===== src/rtl/fdiv_pkg.sv =====
// Shared constants and the ratio clamp for the programmable frequency divider.
package fdiv_pkg;

  // Default width of the divide ratio and the period counter
  localparam int FDIV_CNT_WIDTH = 16;

  // Ratio loaded at reset: 100 MHz in, 1 MHz out
  localparam int FDIV_DIV_DEFAULT = 100;

  // Smallest usable ratio; one low cycle and one high cycle per period
  localparam int FDIV_DIV_MIN = 2;

  // Raise any ratio below the minimum to the minimum; there is no error flag
  function automatic int clamp_div(input int v);
    return (v < FDIV_DIV_MIN) ? FDIV_DIV_MIN : v;
  endfunction

endpackage


===== src/rtl/programmable_frequency_divider.sv =====
// Runtime-programmable clock divider: a one-cycle tick and a near-50% square
// output, both with period N. A new N is staged in a shadow register and only
// takes effect at a period boundary, so the outputs never glitch.
module programmable_frequency_divider
  import fdiv_pkg::*;
#(
  parameter int CNT_WIDTH   = FDIV_CNT_WIDTH,
  parameter int DIV_DEFAULT = FDIV_DIV_DEFAULT
) (
  input  logic                 clk_100MHz,
  input  logic                 rst,
  input  logic                 en,
  input  logic                 sync,
  input  logic [CNT_WIDTH-1:0] div_value,
  input  logic                 div_load,
  output logic                 tick,
  output logic                 clk_out,
  output logic                 div_ack,
  output logic [CNT_WIDTH-1:0] div_active
);

  localparam logic [CNT_WIDTH-1:0] ONE     = CNT_WIDTH'(1);
  localparam logic [CNT_WIDTH-1:0] N_RESET = CNT_WIDTH'(clamp_div(DIV_DEFAULT));

  logic [CNT_WIDTH-1:0] cnt;
  logic [CNT_WIDTH-1:0] n_act;
  logic [CNT_WIDTH-1:0] n_pend;
  logic                 pend_valid;

  logic [CNT_WIDTH-1:0] cnt_next;
  logic [CNT_WIDTH-1:0] n_act_next;
  logic [CNT_WIDTH-1:0] n_pend_next;
  logic                 pend_valid_next;
  logic                 tick_next;
  logic                 clk_out_next;
  logic                 div_ack_next;
  logic                 wrap;
  logic                 restart;
  logic                 apply;

  // Next-state decode: period counter, shadow-register apply, output decode
  always_comb begin
    wrap    = (cnt == n_act - ONE);
    // Disable, sync and wrap all bring the counter back to the start of a
    // period, and each of them is a safe point to swap in a staged ratio.
    restart = !en || sync || wrap;
    // Only a value staged in an earlier cycle is applied, so a load landing
    // on a boundary waits for the next one.
    apply   = restart && pend_valid;

    cnt_next   = restart ? '0 : cnt + ONE;
    n_act_next = apply ? n_pend : n_act;

    n_pend_next     = n_pend;
    pend_valid_next = pend_valid;
    if (apply) begin
      pend_valid_next = 1'b0;
    end
    // A load in the apply cycle re-stages; the old staged value still applies now
    if (div_load) begin
      n_pend_next     = CNT_WIDTH'(clamp_div(32'(div_value)));
      pend_valid_next = 1'b1;
    end

    // Outputs are decoded from the next state so they line up with cnt
    tick_next    = en && (cnt_next == n_act_next - ONE);
    clk_out_next = en && (cnt_next >= (n_act_next >> 1));
    div_ack_next = apply;
  end

  // State and output registers with asynchronous active-low reset
  always_ff @(posedge clk_100MHz or negedge rst) begin
    if (!rst) begin
      cnt        <= '0;
      n_act      <= N_RESET;
      n_pend     <= '0;
      pend_valid <= 1'b0;
      tick       <= 1'b0;
      clk_out    <= 1'b0;
      div_ack    <= 1'b0;
    end else begin
      cnt        <= cnt_next;
      n_act      <= n_act_next;
      n_pend     <= n_pend_next;
      pend_valid <= pend_valid_next;
      tick       <= tick_next;
      clk_out    <= clk_out_next;
      div_ack    <= div_ack_next;
    end
  end

  assign div_active = n_act;

endmodule


===== config.mk =====
export PLATFORM = sky130hd
export DESIGN_NAME = programmable_frequency_divider
export DESIGN_NICKNAME = d
export VERILOG_FILES = /design/src/rtl/fdiv_pkg.sv /design/src/rtl/programmable_frequency_divider.sv
export SDC_FILE = /design/constraint.sdc
export NUM_CORES = 1
export LEC_CHECK = 0
export BUFFER_PORTS_ARGS = -buffer_cell sky130_fd_sc_hd__buf_2
export CORE_ASPECT_RATIO = 1.1
export CORE_MARGIN = 5
export CORE_UTILIZATION = 45
export DETAILED_ROUTE_END_ITERATION = 6
export PLACE_DENSITY_LB_ADDON = 0.2
export SLEW_MARGIN = 40
export SYNTH_ARGS = -nofsm -noshare
export SYNTH_HDL_FRONTEND = slang
export SYNTH_SLANG_ARGS = --single-unit

===== constraint.sdc =====
create_clock -name clk_100MHz -period 5.95 [get_ports clk_100MHz]
set_clock_uncertainty 0.2 [all_clocks]
set_input_delay 1.19 -clock clk_100MHz [delete_from_list [all_inputs] [get_ports clk_100MHz]]
set_output_delay 1.19 -clock clk_100MHz [all_outputs]
set_load 0.01 [all_outputs]

* Yosys cells after proc, flatten, opt, wreduce, memory -nomap -nowiden
Index checks and enable logic that the tools add are counted.
** Operators by class
- Add/sub/neg operators :: 3
- $lt $le $gt $ge :: 2
- Eq/ne operators :: 2
- Multiplexer cells :: 5
- Reductions and logical operators :: 7
** Operators by type and width (count)
- 2-to-1 mux 16 bit :: 3
- equality test 16 bit :: 2
- subtractor 16 x 1 -> 16 bit, second input constant :: 2
- adder 16 x 1 -> 16 bit, second input constant :: 1
- >= comparator 16 x 15 -> 1 bit :: 1
- less-than comparator 16 x 2 -> 1 bit, second input constant :: 1
- logical AND 1 bit :: 3
- logical OR 1 bit :: 2
- 2-to-1 mux 1 bit :: 2
- nonzero test 2 bit :: 1
- zero test 1 bit :: 1
** Word-level totals
- Flip-flop bits (word level) :: 52
- Input bits :: 21
- Output and inout port bits :: 19
- Word-level logic and storage cells :: 26

* Longest topological paths before layout
- Depth in word-level cells :: 8
- Gate-level depth with buffers :: 27
- Mapped depth without buffers :: 23

* Worst setup path before layout
No wires, ideal clock.
- Path kind :: register to register
- Start :: register n_act[0], in the netlist div_active[0]
- End :: register clk_out
- Library setup time :: 0.136 ns
- Arrival :: 5.142 ns
- Data required time :: 5.614 ns
- Slack :: 0.473 ns
- Stages on the path, launching flop included :: 28
- Period minus slack after synthesis :: 5.477 ns
- Cell sequence :: dfrtp_1 inv_1 ha_1 nor3b_1 clkbuf_1 nand4_1 xnor2_1 nor4_2 a41o_2 o21ai_2 inv_1 buf_4 buf_4 buf_2 mux2i_1 inv_1 ha_1 nand2b_1 a21o_1 a21o_1 a21o_1 a21o_1 a21o_1 a21o_1 a21oi_1 o211ai_1 a2111oi_0 nor3_1
** Between the ends
- Word-level cells in the longest chain between the ends :: 7
** Ends and longest elaborated chain
- from (decl) :: line programmable_frequency_divider.sv:26 : logic [CNT_WIDTH-1:0] n_act;
- from (signal assigned) :: line programmable_frequency_divider.sv:83 : n_act <= n_act_next;
- subtractor 16 x 1 -> 16 bit :: line programmable_frequency_divider.sv:43 : wrap = (cnt == n_act - ONE);
- equality test 16 bit :: line programmable_frequency_divider.sv:43
- logical OR 1 bit :: line programmable_frequency_divider.sv:46 : restart = !en || sync || wrap;
- logical AND 1 bit :: line programmable_frequency_divider.sv:49 : apply = restart && pend_valid;
- net apply :: line programmable_frequency_divider.sv:39 : logic apply;
- 2-to-1 mux 16 bit :: line programmable_frequency_divider.sv:52 : n_act_next = apply ? n_pend : n_act;
- net n_act_next[1] :: line programmable_frequency_divider.sv:31 : logic [CNT_WIDTH-1:0] n_act_next;
- >= comparator 16 x 15 -> 1 bit :: line programmable_frequency_divider.sv:67 : clk_out_next = en && (cnt_next >= (n_act_next >> 1));
- logical AND 1 bit :: line programmable_frequency_divider.sv:67
- net clk_out_next :: line programmable_frequency_divider.sv:35 : logic clk_out_next;
- to (signal assigned) :: line programmable_frequency_divider.sv:87 : clk_out <= clk_out_next;
- to (decl) :: line programmable_frequency_divider.sv:17 : output logic clk_out,
The timed path passes the listed nets, and every way through them passes these cells.
A chain may end at the register's enable or synchronous reset.

* Final worst setup path
- Start :: register n_act[3], in the netlist div_active[3]
- End :: register clk_out
** Between the ends
- Word-level cells in the longest chain between the ends :: 7
** Ends and longest elaborated chain (line)
- subtractor 16 x 1 -> 16 bit :: programmable_frequency_divider.sv:43
- equality test 16 bit :: programmable_frequency_divider.sv:43
- logical OR 1 bit :: programmable_frequency_divider.sv:46
- logical AND 1 bit :: programmable_frequency_divider.sv:49
- 2-to-1 mux 16 bit :: programmable_frequency_divider.sv:52
- >= comparator 16 x 15 -> 1 bit * :: programmable_frequency_divider.sv:67
- logical AND 1 bit * :: programmable_frequency_divider.sv:67
- net clk_out_next :: programmable_frequency_divider.sv:35
Mark *: on every way through the listed nets, which the timed path passes. The rest lies on a longest branch.

==> impl_metrics.env <==
export IMPL_fin_nets=494
export IMPL_endpoint_kind="flip-flop"
export IMPL_insertedDiodeCount=0
export IMPL_cts_clk_slew_worst_paths_ns=0.10
export IMPL_cts_tree="yes"
export IMPL_cts_sinks=52
export IMPL_hold_buffers=0
export IMPL_num_io_pins=40
export IMPL_root_buffer="clkbuf_8"
export IMPL_crit_top_cell="a21o_1"
export IMPL_synth_area_mux_share_pct=7.389
export IMPL_synth_top_area_share_pct=31.62
export IMPL_drc=0
export IMPL_synth_area_mm2=0.003877
export IMPL_cp_arrival_ns=5.37
export IMPL_yosysWarnings=0
export IMPL_power_density_mw_per_mm2=225.9
export IMPL_required_ns=5.93
export IMPL_wl_um=10110
export IMPL_cts_buffers=5
export IMPL_rsz0062_at_grt="no"
export IMPL_syn_nets=458
export IMPL_postRouteAntennaNets=0
export IMPL_htree_num_levels=2
export IMPL_drive_above_1_share_pct=18.86
export IMPL_slew_headroom_pct=56.40
export IMPL_synth_area_leaders="dfrtp_1 (32%), xnor2_1 (6.3%), ha_1 (5.8%)"
export IMPL_synthSimpleGateAreaFrac_pct=20.65
export IMPL_synth_xor_area_share_pct=12.33
export IMPL_ys_top_cells_by_count="dfrtp_1 (49), nor2_1 (36), inv_1 (33)"
export IMPL_post_dp_hpwl_um=7987
export IMPL_viasPerCell=5.656
export IMPL_routedWlPerCell_um=17.83
export IMPL_post_cts_buffers=0
export IMPL_io_buffers=39
export IMPL_grt_total_usage_pct=19.64
export IMPL_grt_pass1_vias=3255
export IMPL_grt_remaining_overflow=0
export IMPL_routabilityCongestion=0.9350
export IMPL_cp_max_fo=17
export IMPL_slowest_delay_ns=0.59
export IMPL_drt_initial_drc_count=141
export IMPL_synth_top_family_by_area="simple AND/OR/NAND/NOR gates"
export IMPL_clock_latency_ns=0.31
export IMPL_synth_seq_area_share_pct=33.66
export IMPL_ys_ff_latch=52
export IMPL_maxCapViolCount=0
export IMPL_startpoint="div_active[3]"
export IMPL_ys_types=65
export IMPL_via_count=3207
export IMPL_final_min_clock_period_ns=5.385
export IMPL_hold_viol=0
export IMPL_worst_pin_slew_ns=0.6375
export IMPL_ctsResizeCount=0
export IMPL_die_area_mm2=0.01058
export IMPL_path_cells="nor4_1, nand4b_1, o31ai_1, a41o_2, o21ai_2, inv_1, buf_4, mux2i_1, ha_1, a21o_1, a21o_1, a21o_1, a21o_1, a21o_1, a21o_1, a21oi_1, o211ai_1, a2111oi_0, nor3_1"
export IMPL_critPathSlowestCell="nor4_1"
export IMPL_clockBufferDepth=2
export IMPL_holdCritStartpoint="n_pend[15]"
export IMPL_status="finished, final reports clean"
export IMPL_synth_ff_type="dfrtp_1"
export IMPL_crit_buf_inv=2
export IMPL_placementRows=35
export IMPL_setup_worst_path_start_class="flip-flop"
export IMPL_synthAdderAreaFrac_pct=5.808
export IMPL_core_area_mm2=0.008408
export IMPL_p_leak_uw=0.001951
export IMPL_r2r_start="div_active[3]"
export IMPL_critPathKind="flip-flop to flip-flop"
export IMPL_hold_class="flip-flop to flip-flop"
export IMPL_dr_pass1_iters=4
export IMPL_max_freq_ghz=0.1857
export IMPL_yosysMostFrequentCell="dfrtp_1"
export IMPL_drv_slew=0
export IMPL_peakVddDrop_mv=0.1053
export IMPL_path_delay_family="compound AO/OA/AOI/OAI gates"
export IMPL_hold_ws_ns=0.3616
export IMPL_synth_edff_count=0
export IMPL_grt_max_degree=53
export IMPL_setup_violations=0
export IMPL_fp_dieW_um=98.51
export IMPL_tns_ns=0
export IMPL_syn_inst=419
export IMPL_synth_compound_area_share_pct=14.75
export IMPL_area_delta_synth_final_pct=9.745
export IMPL_min_period_over_period_pct=90.51
export IMPL_die_h_um=107.4
export IMPL_start_util_pct=46.12
export IMPL_yosys_area_top_type="dfrtp_1"
export IMPL_antenna_found_initial=0
export IMPL_syn_avg_cell_area_um2=9.254
export IMPL_grt_pass1_wl_um=16540
export IMPL_synth_async_reset_ratio_pct=100.0
==> stage by stage <==
stage / setup WS [ns] / power (uW) / util (%) / instances / area [um2]
3_3_place_gp: 0.6909 / 767.2 / 49.60 / 559 / 4170
3_5_place_dp: 0.5630 / 771.4 / 49.60 / 559 / 4170
2_1_floorplan: 0.4727 / 665.8 / - / 419 / 3877
4_1_cts: 0.5409 / 977.7 / 50.61 / 567 / 4255
6_report: 0.5647 / 961.2 / 50.61 / 567 / 4255
5_1_grt: 0.1152 / 1027 / 50.61 / 567 / 4255
==> layout by cell type, fill, tap and decap left out, types with 6 or more instances in the layout <==
| master | netlist | layout |
|---|---|---|
| buf_2 | 3 | 39 |
| o21ai_0 | 8 | 8 |
| ha_1 | 18 | 18 |
| a221oi_1 | 6 | 6 |
| mux2i_1 | 14 | 14 |
| buf_4 | 2 | 6 |
| mux2_2 | 13 | 13 |
| nor2_1 | 36 | 36 |
| xor2_1 | 24 | 24 |
| nand2_1 | 26 | 26 |
| dfrtp_1 | 49 | 49 |
| nand3_1 | 13 | 13 |
| a21o_1 | 11 | 11 |
| xnor2_1 | 28 | 28 |
| nor4_1 | 8 | 8 |
| nor3_1 | 10 | 10 |
| nand2b_1 | 6 | 6 |
| nand4_1 | 8 | 8 |
| inv_1 | 33 | 33 |
| a21oi_1 | 12 | 12 |
==> report_power, final <==
group | internal [uW] | switching (uW)
registers | 387 | 65.4
clock network | 82.5 | 117
logic | 137 | 172
==> routing by layer <==
metal / wire length (um) / track usage (%) / vias up
met5: 0 / 0 / -
met4: 267 / 7.024 / 0
met3: 283 / 2.657 / 21
met2: 5008 / 33.72 / 66
met1: 4548 / 25.24 / 1560
li1: - / - / 1560
==> cells by family after synthesis <==
group | after synthesis
simple gates | 146
compound gates | 74
xor+xnor | 53
flops | 52
buf+inv | 49
mux | 27
fa+ha+maj | 18
==> sequential cells by signal, indices dropped and copies added, names as in the netlist <==
register / count
pend_valid: 1
cnt: 16
clk_out: 1
n_pend: 16
div_ack: 1
tick: 1
div_active: 16
==> worst register-to-register path, cell delays in order (launching register included) <==
cell and delay [ns]:
dfrtp_1 0.51, nor4_1 0.59, nand4b_1 0.36, o31ai_1 0.46
a41o_2 0.34, o21ai_2 0.08, inv_1 0.11, buf_4 0.26
mux2i_1 0.27, ha_1 0.27, a21o_1 0.15, a21o_1 0.19
a21o_1 0.18, a21o_1 0.17, a21o_1 0.17, a21o_1 0.18
a21oi_1 0.18, o211ai_1 0.11, a2111oi_0 0.37, nor3_1 0.09
==> final cells by class <==
type / count / area (um2)
tap: 111 / 138.9
multi-input combinational: 318 / 2362
sequential: 52 / 1305
fill: 834 / 4153
clock inverter: 2 / 12.51
timing repair buffer: 45 / 240.2
clock buffer: 6 / 72.57
inverter: 33 / 123.9
==> path summary, 6_finish.rpt <==
check | endpoint | slack (ns) | depth (start not counted)
max | clk_out | 0.56 | 19
min | n_pend[15] | 0.36 | 1
max reg2reg | clk_out | 0.56 | 19
min reg2reg | n_pend[15] | 0.36 | 1
max in group asynchronous | cnt[1] | 4.32 | 2
min in group asynchronous | n_pend[3] | 0.77 | 2
No activity file was read; power rests on OpenSTA's default activity.
